## src/rtl/reorder_buffer_pkg.sv

```systemverilog
// Shared sizing constants for the reorder buffer and its rename/CDB neighbours.
package reorder_buffer_pkg;

  localparam int DEF_ROB_WIDTH  = 4;
  localparam int DEF_ROB_SIZE   = 1 << DEF_ROB_WIDTH;
  localparam int DEF_REG_WIDTH  = 5;
  localparam int DEF_DATA_WIDTH = 32;
  localparam int DEF_ADDR_WIDTH = 32;

  localparam logic TRUE  = 1'b1;
  localparam logic FALSE = 1'b0;

endpackage

```

## src/rtl/reorder_buffer.sv

```systemverilog
// Circular in-order retirement queue: dispatch allocates at the tail, the CDB marks
// entries ready, the head retires one entry per cycle and a mispredicted branch flushes all.
//
// Handshake: no ready/valid back-pressure. alloc_dp_in is accepted on any edge with
// rdy_in=1 and full_dp_out=0; cdb_valid_in is accepted whenever the target entry is valid;
// rdy_commit_rob_out and refresh_rob_cdb_out are single-cycle pulses with no acknowledge.
module reorder_buffer
  import reorder_buffer_pkg::*;
#(
  parameter int ROB_WIDTH  = DEF_ROB_WIDTH,
  parameter int REG_WIDTH  = DEF_REG_WIDTH,
  parameter int DATA_WIDTH = DEF_DATA_WIDTH,
  parameter int ADDR_WIDTH = DEF_ADDR_WIDTH
) (
  input  logic                  clk_in,
  input  logic                  rst_in,
  input  logic                  rdy_in,
  input  logic                  alloc_dp_in,
  input  logic [REG_WIDTH-1:0]  rd_dp_in,
  input  logic                  is_branch_dp_in,
  input  logic                  pred_taken_dp_in,
  output logic                  full_dp_out,
  output logic [ROB_WIDTH-1:0]  alloc_id_dp_out,
  input  logic [ROB_WIDTH-1:0]  rs1_rob_dp_in,
  input  logic [ROB_WIDTH-1:0]  rs2_rob_dp_in,
  output logic                  rs1_ready_dp_out,
  output logic                  rs2_ready_dp_out,
  output logic [DATA_WIDTH-1:0] rs1_val_dp_out,
  output logic [DATA_WIDTH-1:0] rs2_val_dp_out,
  input  logic                  cdb_valid_in,
  input  logic [ROB_WIDTH-1:0]  cdb_rob_in,
  input  logic [DATA_WIDTH-1:0] cdb_val_in,
  input  logic                  cdb_taken_in,
  input  logic [ADDR_WIDTH-1:0] cdb_target_in,
  output logic                  rdy_commit_rob_out,
  output logic [REG_WIDTH-1:0]  dest_rob_out,
  output logic [DATA_WIDTH-1:0] value_rob_out,
  output logic [ROB_WIDTH-1:0]  rob_id_rob_out,
  output logic                  refresh_rob_cdb_out,
  output logic [ADDR_WIDTH-1:0] pc_redirect_out
);

  localparam int ROB_SIZE = 1 << ROB_WIDTH;

  typedef logic [ROB_WIDTH-1:0] id_t;
  typedef logic [ROB_WIDTH:0]   cnt_t;

  typedef struct packed {
    logic [REG_WIDTH-1:0]  rd;
    logic                  is_branch;
    logic                  pred_taken;
    logic [DATA_WIDTH-1:0] value;
    logic                  taken;
    logic [ADDR_WIDTH-1:0] target;
  } entry_t;

  logic [ROB_SIZE-1:0] valid_q;
  logic [ROB_SIZE-1:0] ready_q;
  entry_t              ent_q [ROB_SIZE];
  id_t                 head_q;
  id_t                 tail_q;
  cnt_t                count_q;
  cnt_t                count_d;

  logic   alloc_fire;
  logic   cdb_hit;
  logic   commit_fire;
  logic   mispredict;
  entry_t head_ent;

  assign full_dp_out     = (count_q == cnt_t'(ROB_SIZE));
  assign alloc_id_dp_out = tail_q;

  // ready_q only reflects edges already taken, which gives the one-cycle CDB-to-commit latency.
  assign head_ent    = ent_q[head_q];
  assign alloc_fire  = alloc_dp_in && !full_dp_out;
  assign cdb_hit     = cdb_valid_in && valid_q[cdb_rob_in];
  assign commit_fire = (count_q != '0) && ready_q[head_q];
  assign mispredict  = commit_fire && head_ent.is_branch &&
                       (head_ent.taken != head_ent.pred_taken);

  always_comb begin
    count_d = count_q;
    unique case ({alloc_fire, commit_fire})
      2'b10:   count_d = count_q + cnt_t'(1);
      2'b01:   count_d = count_q - cnt_t'(1);
      default: count_d = count_q;
    endcase
  end

  // Operand query with CDB bypass so a broadcast this cycle is visible to dispatch.
  always_comb begin
    rs1_ready_dp_out = ready_q[rs1_rob_dp_in];
    rs1_val_dp_out   = ent_q[rs1_rob_dp_in].value;
    rs2_ready_dp_out = ready_q[rs2_rob_dp_in];
    rs2_val_dp_out   = ent_q[rs2_rob_dp_in].value;
    if (cdb_valid_in && (cdb_rob_in == rs1_rob_dp_in)) begin
      rs1_ready_dp_out = TRUE;
      rs1_val_dp_out   = cdb_val_in;
    end
    if (cdb_valid_in && (cdb_rob_in == rs2_rob_dp_in)) begin
      rs2_ready_dp_out = TRUE;
      rs2_val_dp_out   = cdb_val_in;
    end
  end

  // Control state, pointers and registered commit/flush outputs.
  always_ff @(posedge clk_in) begin
    if (!rst_in) begin
      head_q              <= '0;
      tail_q              <= '0;
      count_q             <= '0;
      valid_q             <= '0;
      ready_q             <= '0;
      rdy_commit_rob_out  <= FALSE;
      dest_rob_out        <= '0;
      value_rob_out       <= '0;
      rob_id_rob_out      <= '0;
      refresh_rob_cdb_out <= FALSE;
      pc_redirect_out     <= '0;
    end else if (rdy_in) begin
      rdy_commit_rob_out  <= commit_fire && (head_ent.rd != '0);
      refresh_rob_cdb_out <= mispredict;
      if (commit_fire) begin
        rob_id_rob_out <= head_q;
        dest_rob_out   <= head_ent.rd;
        value_rob_out  <= head_ent.value;
      end
      if (mispredict) begin
        pc_redirect_out <= head_ent.target;
        head_q          <= '0;
        tail_q          <= '0;
        count_q         <= '0;
        valid_q         <= '0;
        ready_q         <= '0;
      end else begin
        if (cdb_hit) begin
          ready_q[cdb_rob_in] <= TRUE;
        end
        if (commit_fire) begin
          valid_q[head_q] <= FALSE;
          head_q          <= head_q + id_t'(1);
        end
        if (alloc_fire) begin
          valid_q[tail_q] <= TRUE;
          ready_q[tail_q] <= FALSE;
          tail_q          <= tail_q + id_t'(1);
        end
        count_q <= count_d;
      end
    end else begin
      rdy_commit_rob_out  <= FALSE;
      refresh_rob_cdb_out <= FALSE;
    end
  end

  // Entry payload needs no reset: it is only read once the matching valid/ready bit is set.
  always_ff @(posedge clk_in) begin
    if (rst_in && rdy_in && !mispredict) begin
      if (alloc_fire) begin
        ent_q[tail_q].rd         <= rd_dp_in;
        ent_q[tail_q].is_branch  <= is_branch_dp_in;
        ent_q[tail_q].pred_taken <= pred_taken_dp_in;
      end
      if (cdb_hit) begin
        ent_q[cdb_rob_in].value  <= cdb_val_in;
        ent_q[cdb_rob_in].taken  <= cdb_taken_in;
        ent_q[cdb_rob_in].target <= cdb_target_in;
      end
    end
  end

endmodule

```

## config.mk

```make
export PLATFORM = sky130hd
export DESIGN_NAME = reorder_buffer
export DESIGN_NICKNAME = d
export VERILOG_FILES = /design/src/rtl/reorder_buffer_pkg.sv /design/src/rtl/reorder_buffer.sv
export SDC_FILE = /design/constraint.sdc
export NUM_CORES = 2
export LEC_CHECK = 0
export BUFFER_PORTS_ARGS = -buffer_cell sky130_fd_sc_hd__buf_4
export CORE_ASPECT_RATIO = 1.1
export CORE_MARGIN = 1
export CORE_UTILIZATION = 50
export CTS_BUF_LIST = sky130_fd_sc_hd__clkbuf_4 sky130_fd_sc_hd__clkbuf_8 sky130_fd_sc_hd__clkbuf_16
export DETAILED_ROUTE_END_ITERATION = 6
export HOLD_SLACK_MARGIN = 0.15
export PLACE_DENSITY = 0.64
export SKIP_CTS_REPAIR_TIMING = 1
export SYNTH_ARGS = -nofsm -noshare
export SYNTH_HDL_FRONTEND = slang
export SYNTH_SLANG_ARGS = --single-unit
```

## constraint.sdc

```tcl
create_clock -name clk_in -period 6.2 [get_ports clk_in]
set_input_delay 0.31 -clock clk_in [delete_from_list [all_inputs] [get_ports clk_in]]
set_output_delay 0.31 -clock clk_in [all_outputs]
set_load 0.1 [all_outputs]
```

==> run metrics <==
outcome=finished, final reports clean; syn_area_per_cell=20.59 um^2; Worst Min Path Start=cdb_rob_in[3]; initial core utilization=50.57%; Most used DFF post-synth=edfxtp_1; grt total ovfl=0; warnings from Yosys=0; synth top area cells=edfxtp_1, mux4_2, dfxtp_1; period utilization=72.76%; Cell Area, Synth=around 57000 um^2; startpoint types=flip-flop; GPL Wtd Cong=0.8635; R2R Path End=ent_q[10][46]; Worst-path clk slew=0.06 ns; crit-path max FO=36; Yosys reg bits=~1300; commonest cells after routing, fill and taps aside=edfxtp_1, mux4_2, buf_4; share of cells above drive strength 1=41.65%; Slowest cell on crit path=nor2_4; Layout area overhead=15.95%; fill count=around 8200; Max-slew headroom=21.63%; crit path capture type=flip-flop; core footprint=112800 um^2; LEAKAGE=about 20 nW; worst hold endpoint=ready_q[5]; Die Height=between 300 and 400 um; CP Data Required Time=6.65 ns; WS Path Type=reg -> reg; pin count of the biggest net entering global routing=97; die footprint=115500 um^2; CTS Buf Count=135; worst hold path class=in -> reg; crit path buf inv count=3; H-tree depth=4; Worst-Skew Late Latency=roughly 0.76 ns; Hold Crit Depth=4; CP dominant cell by count=buf_4; Final setup violation count=0; layout net count=3168; largest area contributor in the netlist=edfxtp_1; EDFF count, synth=1152; setup_tns=0 ns; max-slew violation count=0; CTS Sinks=1276; crit-path max cell delay=around 0.96 ns; DR vias=between 30000 and 40000; post-DP HPWL=85.25 mm; sequential area share after synthesis=64.99%; Slew @ Worst Pin=1.173 ns; Worst path top cell family by delay=simple AND/OR/NAND/NOR gates; Gate Count Post-Synth=2771; Detailed Route Iter0 Violations=about 3600; vias in the first global route=32220; Worst Path Arrival=4.96 ns; clk buf depth=3; RSZ-0062 raised after global routing=false; R2R depth=9; I/O Buffers=234; IR Drop Worst-Case VDD=0.0002428 V; IO Pins=235; post-route DRC violation count=0; Root Driver=clkbuf_16; leading cell type in the layout, fill and taps excluded=edfxtp_1; Routed Antenna Nets=0; CTS tree=yes; DIE WIDTH=~320 um; Total Routing Usage GR=27.03%; initial antenna violation count=5; crit-path cells=buf_4 > mux4_2 > nand2b_1 > o22ai_1 > o221ai_2 > buf_4 > nand2_1 > nor2_4 > buf_4; DR WL/cell=32.54 um; Power Density=a little under 300 nW/um^2; global-route wire length before repair=approximately 220 mm; vias per cell=6.602; MaxCap Viol Count=0; # rows=129; flop-to-flop setup slack=1.69 ns; DRT Pass-1 Iters=5; Mapped Nets=2870; asr flop ratio synth=0%; Unique masters post-synth=56; Pwr Total=19.06 mW; top cell type's share of synthesized area=60.64%; drt total wl=152.6 mm; fin crit period=4.511 ns; final setup skew=~0.032 ns; final hold violation count=0; fmax=0.2217 GHz
Yosys cell counts (18+ instances only):
cell type  instances
nand2_1          153
dfxtp_1          124
buf_2             54
o21ai_0           65
nor2_1            50
mux2_2            65
nand3_1           49
clkbuf_1         108
buf_1             44
o22ai_1           18
mux4_2           694
edfxtp_1        1152
a21oi_1           62
worst max-delay path by stage:
| stage | startpoint | to | slack, ns | cells past startpoint |
|---|---|---|---|---|
| floorplan | head_q[0] | ent_q[5][0] | 0.77 | 8 |
| global placement | flip-flop | ent_q[10][48] | 1.70 | 9 |
| detailed placement | flip-flop | ent_q[10][48] | 1.69 | 9 |
| CTS | flip-flop | ent_q[10][47] | 1.67 | 9 |
| global route | flip-flop | ent_q[10][47] | 1.45 | 9 |
| finish | flip-flop | ent_q[10][46] | 1.69 | 9 |
per-stage QoR:
stage	util, %	cell area (um^2)	hold WS [ns]	setup slack [ns]	std cells
2_1_floorplan	-	57050	0.4089	0.7669	2771
3_3_place_gp	53.75	60650	0.4445	1.697	4362
3_5_place_dp	53.75	60650	0.4481	1.692	4362
4_1_cts	57.95	65380	-0.1978	1.671	4611
5_1_grt	58.63	66140	0.1504	1.446	4688
6_report	58.63	66150	0.1565	1.689	4690
registers in the layout (all words and copies together) (netlist names), named ones only:
| signal | count |
|---|---|
| ent_q | 1152 |
| pc_redirect_out | 32 |
| value_rob_out | 32 |
| ready_q | 16 |
| valid_q | 16 |
| count_q | 5 |
| dest_rob_out | 5 |
| alloc_id_dp_out | 4 |
| head_q | 4 |
| rob_id_rob_out | 4 |
| rdy_commit_rob_out | 1 |
| refresh_rob_cdb_out | 1 |
worst min-delay path, delay by kind of cell:
kind                   cells  cell delay, ns
buffers and inverters      1            0.14
AO/OA/AOI/OAI              2            0.23
AND/OR/NAND/NOR            1            0.16
cell type report:
class | instances | area, um^2 | area share, %
antenna | 3 | 7.507 | 0.01135
clock buffer | 179 | 3787 | 5.725
clock inverter | 70 | 947.2 | 1.432
inverter | 14 | 52.55 | 0.07944
multi-input combinational | 1269 | 19160 | 28.96
sequential | 1276 | 37090 | 56.07
tap | 1506 | 1884 | 2.849
timing repair buffer | 373 | 3223 | 4.872
report_power, final:
part | switching [mW] | internal (mW) | leakage, nW | total [mW]
Combinational | 0.835 | 0.404 | 6.80 | 1.24
Sequential | 0.00440 | 9.36 | 11.4 | 9.37
Clock | 3.49 | 4.96 | 2.34 | 8.45
metal layers:
layer	GRT usage (%)	share of wire, %	vias to the layer above
met2	45.37	51	1436
li1	-	-	12530
met4	9.594	3.3	4
met3	4.320	6.8	296
met1	36.01	38	16700
met5	0	0.017	-
kinds of logic (layout without fill, tap and decap cells):
logic type	after synthesis	after routing	share of synthesized area [%]
DFF	1276	1276	64.99
buffers and inverters	226	636	1.665
AOI/OAI and AO/OA	185	185	1.875
adders and majority gates	10	10	0.2193
muxes	763	763	28.75
other	0	3	0
xor gates and xnor gates	15	15	0.2303
and+or+nand+nor	296	296	2.270
No activity file was read; power rests on OpenSTA's default activity.
